**src/rtl/rvc_asap_5pl_vga_fill_arb.sv**
```systemverilog
// ---------------------------------------------------------------------------
// rvc_asap_5pl_vga_fill_arb
//
// Shares the core-side port (port A) of the VGA frame-buffer memory between
// the 5-stage pipeline's loads/stores and a fill/copy engine. The core always
// wins the port; the engine only advances in cycles the core leaves free.
//
//   Fill : writes a 32-bit pattern to CmdLen words starting at CmdDst.
//   Copy : copies CmdLen words from CmdSrc to CmdDst in ascending order
//          (correct for Dst <= Src, i.e. scroll-up; Dst > Src smears).
//
// Ports
//   CLK_50, Reset_N           clock, asynchronous active-low reset
//   CoreWrEn/RdEn/Addr/...    core access request; forwarded unchanged
//   CmdValid/CmdReady         command handshake (CmdReady = engine idle)
//   CmdOp/Src/Dst/Len/Data    command fields (Op 0 = fill, 1 = copy)
//   Busy, Done                engine operating / one-cycle completion pulse
//   Mem*                      frame-buffer port A; MemRdData is registered
//                             and valid one cycle after MemRdEn
//
// ADDR_W must be wide enough to address WORDS (2**ADDR_W >= WORDS).
// ---------------------------------------------------------------------------
module rvc_asap_5pl_vga_fill_arb #(
    parameter int unsigned WORDS  = 9600,
    parameter int unsigned ADDR_W = 14
) (
    input  logic              CLK_50,
    input  logic              Reset_N,
    // Core side
    input  logic              CoreWrEn,
    input  logic              CoreRdEn,
    input  logic [ADDR_W-1:0] CoreAddr,
    input  logic [31:0]       CoreWrData,
    input  logic [3:0]        CoreByteEn,
    // Engine command
    input  logic              CmdValid,
    output logic              CmdReady,
    input  logic              CmdOp,
    input  logic [ADDR_W-1:0] CmdSrc,
    input  logic [ADDR_W-1:0] CmdDst,
    input  logic [ADDR_W:0]   CmdLen,
    input  logic [31:0]       CmdData,
    output logic              Busy,
    output logic              Done,
    // Frame-buffer port A
    output logic              MemWrEn,
    output logic              MemRdEn,
    output logic [ADDR_W-1:0] MemAddr,
    output logic [31:0]       MemWrData,
    output logic [3:0]        MemByteEn,
    input  logic [31:0]       MemRdData
);

    localparam int unsigned LEN_W = ADDR_W + 1;

    typedef enum logic [2:0] {
        StIdle,
        StFill,
        StCpRd,
        StCpWait,
        StCpWr,
        StDone
    } state_e;

    // Next word address, wrapping WORDS-1 back to 0.
    function automatic logic [ADDR_W-1:0] wrap_inc(input logic [ADDR_W-1:0] a);
        if (a == ADDR_W'(WORDS - 1)) begin
            return '0;
        end
        return a + ADDR_W'(1);
    endfunction

    // Command addresses beyond the frame buffer are folded back into range.
    function automatic logic [ADDR_W-1:0] mod_words(input logic [ADDR_W-1:0] a);
        logic [31:0] t;
        t = 32'(a) % WORDS;
        return ADDR_W'(t);
    endfunction

    state_e              state_q, state_d;
    logic [ADDR_W-1:0]   src_q, src_d;
    logic [ADDR_W-1:0]   dst_q, dst_d;
    logic [LEN_W-1:0]    rem_q, rem_d;
    logic [31:0]         data_q, data_d;
    logic [31:0]         buf_q, buf_d;

    logic                core_act;
    logic                eng_gnt;
    logic                eng_wr;
    logic                eng_rd;
    logic [ADDR_W-1:0]   eng_addr;
    logic [31:0]         eng_data;

    assign core_act = CoreWrEn || CoreRdEn;
    assign eng_gnt  = !core_act;

    // State register
    always_ff @(posedge CLK_50 or negedge Reset_N) begin
        if (!Reset_N) begin
            state_q <= StIdle;
        end else begin
            state_q <= state_d;
        end
    end

    // Datapath registers
    always_ff @(posedge CLK_50 or negedge Reset_N) begin
        if (!Reset_N) begin
            src_q  <= '0;
            dst_q  <= '0;
            rem_q  <= '0;
            data_q <= '0;
            buf_q  <= '0;
        end else begin
            src_q  <= src_d;
            dst_q  <= dst_d;
            rem_q  <= rem_d;
            data_q <= data_d;
            buf_q  <= buf_d;
        end
    end

    // Next-state and datapath update
    always_comb begin
        state_d = state_q;
        src_d   = src_q;
        dst_d   = dst_q;
        rem_d   = rem_q;
        data_d  = data_q;
        buf_d   = buf_q;
        unique case (state_q)
            StIdle: begin
                if (CmdValid) begin
                    src_d  = mod_words(CmdSrc);
                    dst_d  = mod_words(CmdDst);
                    rem_d  = CmdLen;
                    data_d = CmdData;
                    if (CmdLen == '0) begin
                        state_d = StDone;
                    end else if (CmdOp) begin
                        state_d = StCpRd;
                    end else begin
                        state_d = StFill;
                    end
                end
            end
            StFill: begin
                if (eng_gnt) begin
                    dst_d = wrap_inc(dst_q);
                    rem_d = rem_q - LEN_W'(1);
                    if (rem_q == LEN_W'(1)) begin
                        state_d = StDone;
                    end
                end
            end
            StCpRd: begin
                if (eng_gnt) begin
                    src_d   = wrap_inc(src_q);
                    state_d = StCpWait;
                end
            end
            // Read data for the CpRd access arrives now regardless of what the
            // core does with the port this cycle, so capture unconditionally.
            StCpWait: begin
                buf_d   = MemRdData;
                state_d = StCpWr;
            end
            StCpWr: begin
                if (eng_gnt) begin
                    dst_d   = wrap_inc(dst_q);
                    rem_d   = rem_q - LEN_W'(1);
                    state_d = (rem_q == LEN_W'(1)) ? StDone : StCpRd;
                end
            end
            StDone: begin
                state_d = StIdle;
            end
            default: begin
                state_d = StIdle;
            end
        endcase
    end

    // Engine port request and status outputs
    always_comb begin
        eng_wr   = 1'b0;
        eng_rd   = 1'b0;
        eng_addr = '0;
        eng_data = '0;
        unique case (state_q)
            StFill: begin
                eng_wr   = 1'b1;
                eng_addr = dst_q;
                eng_data = data_q;
            end
            StCpRd: begin
                eng_rd   = 1'b1;
                eng_addr = src_q;
            end
            StCpWr: begin
                eng_wr   = 1'b1;
                eng_addr = dst_q;
                eng_data = buf_q;
            end
            default: begin
            end
        endcase
    end

    assign CmdReady = (state_q == StIdle);
    assign Busy     = (state_q != StIdle) && (state_q != StDone);
    assign Done     = (state_q == StDone);

    // Port mux: any core request takes the port outright in the same cycle.
    assign MemWrEn   = core_act ? CoreWrEn   : eng_wr;
    assign MemRdEn   = core_act ? CoreRdEn   : eng_rd;
    assign MemAddr   = core_act ? CoreAddr   : eng_addr;
    assign MemWrData = core_act ? CoreWrData : eng_data;
    assign MemByteEn = core_act ? CoreByteEn : 4'hF;

endmodule

```
**config.mk**
```make
export PLATFORM = sky130hd
export DESIGN_NAME = rvc_asap_5pl_vga_fill_arb
export DESIGN_NICKNAME = d
export VERILOG_FILES = /design/src/rtl/rvc_asap_5pl_vga_fill_arb.sv
export SDC_FILE = /design/constraint.sdc
export NUM_CORES = 1
export LEC_CHECK = 0
export ABC_AREA = 1
export CAP_MARGIN = 10
export CORE_MARGIN = 3
export CORE_UTILIZATION = 43
export DETAILED_ROUTE_END_ITERATION = 6
export PLACE_DENSITY = 0.77
export RECOVER_POWER = 25
export SLEW_MARGIN = 5
export SYNTH_ARGS = -nofsm -noshare
export SYNTH_HDL_FRONTEND = slang
export SYNTH_SLANG_ARGS = --single-unit
```
**constraint.sdc**
```tcl
create_clock -name CLK_50 -period 2.26 [get_ports CLK_50]
set_input_delay 0.678 -clock CLK_50 [delete_from_list [all_inputs] [get_ports CLK_50]]
set_output_delay 0.678 -clock CLK_50 [all_outputs]
set_load 0.005 [all_outputs]
```
### Word-level counts from Yosys, hierarchy flattened

Index checks and enable logic that the tools add are counted.

* register bits after elaboration: 110
* memory bits (read-only): 0
* input port bits: 163
* memories: 0
* memory bits (writable): 0
* bits in latches: 0

* add/subtract/negate cells: 3
* bitwise logic cells: 0
* equal/unequal tests: 15
* shift-type cells: 0
* $mul: 0
* div/mod/pow operators: 2
* muxes and demuxes: 40
* $lt $le $gt $ge: 0
* reduce and logical (&&, ||, !) cells: 14

Operator list (count)
* 14-bit 2-to-1 mux: 11
* 14-bit by 14-bit modulo with 32-bit output (second input constant): 2
* 32-bit case mux with 2 select lines: 1
* 14-bit case mux with 2 select lines: 2
* 14-bit case mux with 3 select lines: 1
* 32-bit 2-to-1 mux: 1
* 15-bit 2-to-1 mux: 2
* 15-bit case mux with 2 select lines: 1
* 14-bit by 1-bit adder with 14-bit output (second input constant): 2
* 14-bit == test (second input constant): 2
* 3-bit 2-to-1 mux: 7
* 15-bit by 1-bit == test with 1-bit output (second input constant): 1
* 15-bit zero test: 1
* 3-bit case mux with 5 select lines: 1
* 15-bit by 1-bit subtractor with 15-bit output (second input constant): 1
* 2-bit != test (second input constant): 6
* 1-bit 2-to-1 mux: 11
* 3-bit by 2-bit == test with 1-bit output (second input constant): 2
* 3-bit == test (second input constant): 2
* 3-bit AND reduction: 2
* 3-bit nonzero test: 2
* 5-bit AND reduction: 1
* 4-bit 2-to-1 mux: 1
* 4-bit AND reduction: 1
* other kinds (9): 10

### Logic depth before layout (Yosys ltp)

* word-level depth: 7
* depth in mapped cells: 11
* mapped depth without buffers: 11

### Worst setup path before layout

Ideal clock, no wire load.

* path kind: input -> output
* from: input CoreRdEn
* to: output MemWrData[12]
* buffers on the path: 2
* cell stages on the path: 6
* arrival time: 1609 ps
* path slack: -27 ps
* cells stage by stage: nor2_2 -> inv_2 -> clkbuf_1 -> clkbuf_1 -> nand2_1 -> nand3_1

* cells in the longest elaborated chain, start to end: 2

RTL lines
* from (decl): RTL line 31 `input logic CoreRdEn,`
* 1-bit logical OR: RTL line 94 `assign core_act = CoreWrEn || CoreRdEn;`
* 32-bit 2-to-1 mux: RTL line 218 `assign MemWrData = core_act ? CoreWrData : eng_data;`
* to (decl): RTL line 49 `output logic [31:0] MemWrData,`

No other way between the ends.

### Worst setup path after layout

* from: input CoreRdEn
* to: output MemAddr[5]

* cells in the longest elaborated chain, start to end: 2

RTL lines
* 1-bit logical OR: RTL line 94
* 14-bit 2-to-1 mux: RTL line 217 `assign MemAddr = core_act ? CoreAddr : eng_addr;`
* to (decl): RTL line 48 `output logic [ADDR_W-1:0] MemAddr,`

No other way between the ends.

==> out/metrics.sh <==
OUTCOME='finished, violations left'
VIOLATED_CHECKS='setup timing'
MAXIMUM_CLOCK_SKEW_AT_FINAL_LAYOUT_NS=0.006361
FF_LATCH_AREA_SQ_UM=2754
POSTSYNTHCELLCOUNT=961
SYNTH_ADDER_AREA_SHARE_PCT=0.7098
GRT_PASS1_VIAS=7992
FULL_DIE_AREA_SQ_UM=17970
SYNTHESIS.AREA_SQ_UM=7051
GLOBALPLACE.CONGESTION=0.8968
YOSYS_REGISTER_BITS=110
MAXCAPVIOLATIONS=0
YOSYSWARNINGCOUNT=0
P_PER_AREA_nW_PER_UM2=1042
LARGEST_FAMILY_OF_LOGIC_CELLS_BY_SYNTHESIZED_AREA='simple AND/OR/NAND/NOR gates'
SYN_AREA_PER_CELL_SQ_UM=7.337
ROUTE.ANTENNA.REMAINING_NETS=0
ASYNCSETRESETFLOPFRACSYNTH_PCT=100.0
LAYOUT.CELLS.NON_FILLER=1491
DETAILEDROUTE.FIRSTITERATIONVIOLATIONS=659
PRE_CTS_WS_NS=-0.9465
MAX-CLOCK-PATH-BUFFERS=2
CTS_HOLD_REPAIR.BUFFERS=0
WORSTSETUPENDPOINTTYPE='primary output'
WORST_SLEW_PIN_SLEW_NS=0.8596
SYNTH_COMPOUND_AREA_SHARE_PCT=6.832
INITIAL_UTILIZATION_PCT=44.22
LEAK_PWR_nW=5.391
TOTALNEGATIVESETUPSLACK_NS=-7.099
GRT_SETUP_UNREPAIRED='true'
CRITICAL_PATH.MOST_COMMON_CELL='sky130_fd_sc_hd__buf_12'
DRV_SLEW=0
DRT-WIRELENGTH-PER-CELL_UM=18.35
LAYOUT_WORST_PATH_CYCLE_SHARE_PCT=112.2
NUM_ROWS=46
SYN2LAYOUT_AREA_GROWTH_PCT=65.87
WORST_SETUP_HOLD_PATH_CLK_SLEW_NS=0.07
PLACED_CELLS=1409
MULTI_INPUT_GATE_AREA_SQ_UM=4667
SYNTH-MAIN-FF-CELL='sky130_fd_sc_hd__dfrtp_1'
SYNTH_CELL_TYPE_COUNT=38
WORST_EP_REQUIRED_TIME_NS=1.58
LATEST_CLOCK_ARRIVAL_WITHIN_THE_WORST_SKEW_PAIR_NS=0.36
FLOORPLAN.DIE.WIDTH_UM=134.1
GRT_FIRST_PASS_WIRELENGTH_UM=40850
VIAS_PER_CELL=5.445
IR_WORST_VDD_uV=542.0
SYNTH.LARGEST_AREA_CELL='sky130_fd_sc_hd__dfrtp_1'
WORST_PATH_LARGEST_CELL_DELAY_NS=0.14
ROUTE.DETAILED.DRC=0
NUMCTSBUFFERS=9
GRT.OVERFLOW.TOTAL=0
CLOCK_SINK_COUNT=110
FINALWIRELENGTH_UM=27360
FINALNETCOUNT=1437
SYNTH_TOP_AREA_SHARE_PCT=39.04
FINAL_CELL_MIX='sky130_fd_sc_hd__nand2_1, sky130_fd_sc_hd__clkdlybuf4s50_1, sky130_fd_sc_hd__dfrtp_1, sky130_fd_sc_hd__nor2_1, sky130_fd_sc_hd__nand3_1'
LAYOUT-DRIVE-GT1-SHARE_PCT=32.08
TIMING.CRITICAL_PATH.SLOWEST_STAGE_CELL='sky130_fd_sc_hd__buf_12'
CRITICAL_PATH.CELL_CHAIN='buf_6 > nor2_4 > buf_12 > buf_8 > inv_8 > buf_12 > buf_12 > buf_8 > nand2_4 > o221ai_4 > buf_2'
IO_BUFFER_COUNT=217
XOR_XNOR_PORTION_OF_THE_SYNTHESIZED_CELL_AREA_PCT=0.7453
TOTALPOWERFINAL_mW=12.18
FINAL_HOLD_VIOL_COUNT=0
TOP_LEVEL_PORTS=218
DP_HPWL_UM=16790
LAYOUT.CELLS.MOST_COMMON='sky130_fd_sc_hd__nand2_1'
YOSYSSEQAREASHARE_PCT=39.04
CTS-HTREE-LEVELS=3
CP_MAX_FO=7
MAXCLOCKFREQUENCY_MHz=394.3
SYNTH-EDFF-COUNT=0
GRT_START_MAX_NET_PINS=34
SETUP_VIOL=48
CRITICAL_PATH_ARRIVAL_NS=1.86
FINAL_CRITICAL_PATH_SETUP_SLACK_NS=-0.2759
WORST_SLEW_MARGIN_REL_PCT=42.69
CRIT_TYPE='input pin to primary output'
ROOT_BUFFER='sky130_fd_sc_hd__clkbuf_16'
CTS_TREE='built'
INITIAL_ANTENNA_VIOLATION_COUNT=0
SYNTH.AREA.MUX_SHARE_PCT=10.22
DIE_HEIGHT_UM=134.1
DIODES=0
DR_TOTAL_VIAS=8119
GR-USAGE-ALL-LAYERS_PCT=28.45
SYNTH_AREA_LEADERS='sky130_fd_sc_hd__dfrtp_1, sky130_fd_sc_hd__nand2_1, sky130_fd_sc_hd__nand3_1, sky130_fd_sc_hd__mux2_2, sky130_fd_sc_hd__nor2_1'
HOLD_CLASS='input pin to async pin'
FINALCRITICALPERIOD_NS=2.536
FILLERINSTANCES=1151
DRT_FIRST_PASS_ITERS=5
FLOORPLAN.CORE_AREA_SQ_UM=15940
SYNTHESIS.NETS=1128
CRITICAL_PATH.STARTPOINT_TYPE='input pin'
SYNTHSIMPLEGATEAREAFRAC_PCT=35.76
FINAL_CORE_UTILIZATION_PCT=73.36
## path summary, 6_finish.rpt
path	startpoint	cells past startpoint	end	slack (ns)
setup / recovery	CoreRdEn	11	MemAddr[5]	-0.28
hold / removal	Reset_N	1	rem_q[13]	0.42
setup reg to reg	state_q[1]	9	dst_q[5]	0.31
hold reg to reg	data_q[4]	1	data_q[4]	0.50
max in group asynchronous	Reset_N	2	data_q[10]	0.63
min in group CLK_50	data_q[4]	1	data_q[4]	0.50
## cell usage after synthesis, types with 8 or more instances
| library cell | n |
|---|---|
| sky130_fd_sc_hd__a21oi_1 | 11 |
| sky130_fd_sc_hd__nand3_1 | 151 |
| sky130_fd_sc_hd__a31oi_1 | 8 |
| sky130_fd_sc_hd__dfrtp_1 | 110 |
| sky130_fd_sc_hd__nand2_1 | 290 |
| sky130_fd_sc_hd__inv_1 | 66 |
| sky130_fd_sc_hd__buf_2 | 23 |
| sky130_fd_sc_hd__o21ai_0 | 34 |
| sky130_fd_sc_hd__nor2_1 | 88 |
| sky130_fd_sc_hd__nand4_1 | 20 |
| sky130_fd_sc_hd__clkbuf_1 | 15 |
| sky130_fd_sc_hd__o221ai_1 | 12 |
| sky130_fd_sc_hd__mux2_2 | 63 |
## power breakdown
part	total [mW]	internal (mW)	leakage (nW)	switching, mW
Sequential	3.96	2.97	1.31	0.988
Combinational	6.57	3.08	3.94	3.49
Clock	1.65	0.865	0.146	0.785
Total	12.2	6.92	5.39	5.26
## layout make-up
type | instances | area share [%]
Multi-Input combinational cell | 738 | 39.91
Timing Repair Buffer | 339 | 29.24
Tap cell | 216 | 2.311
Clock buffer | 9 | 1.926
Clock inverter | 7 | 0.6312
Inverter | 72 | 2.439
Sequential cell | 110 | 23.55
## kinds of logic after synthesis
family / after synthesis
adder cells (fa/ha/maj): 4
AO/OA/AOI/OAI: 81
buffers and inverters: 114
XOR/XNOR: 6
multiplexers: 64
flip-flops: 110
AND/OR/NAND/NOR: 582
## per-stage QoR
step / instance area, sq um / hold slack, ns
after CTS: 11150 / 0.2898
final: 11700 / 0.4189
after global placement: 9837 / 0.4812
after detailed placement: 9837 / 0.4893
after floorplan: 7056 / 0.3824
after global routing: 11700 / 0.4946
## metal layers
| metal | GRT usage [%] | vias to the layer above | wire [um] |
|---|---|---|---|
| met4 | 13.01 | 0 | 944 |
| li1 | - | 3814 | - |
| met1 | 34.23 | 3879 | 10610 |
| met2 | 49.35 | 366 | 13940 |
| met5 | 0 | - | 0 |
| met3 | 5.589 | 60 | 1871 |
## timing repair
item,in CTS,in global routing
gates cloned,9,4
endpoints found under the setup margin,55,53
setup buffers,48,12
endpoints found under the hold margin,0,0
pin swaps,27,22
gates resized for setup,360,116
## critical path, delay by kind of cell
kind,cells,cell delay (ns)
AOI/OAI and AO/OA,1,0.10
buffers and inverters,8,0.89
and+or+nand+nor,2,0.18
## registers in the layout (all words and copies together) (netlist names)
signal,cells
buf_q,32
dst_q,14
rem_q,15
src_q,14
state_q,3
data_q,32
Power figures use the tool's default switching activity.
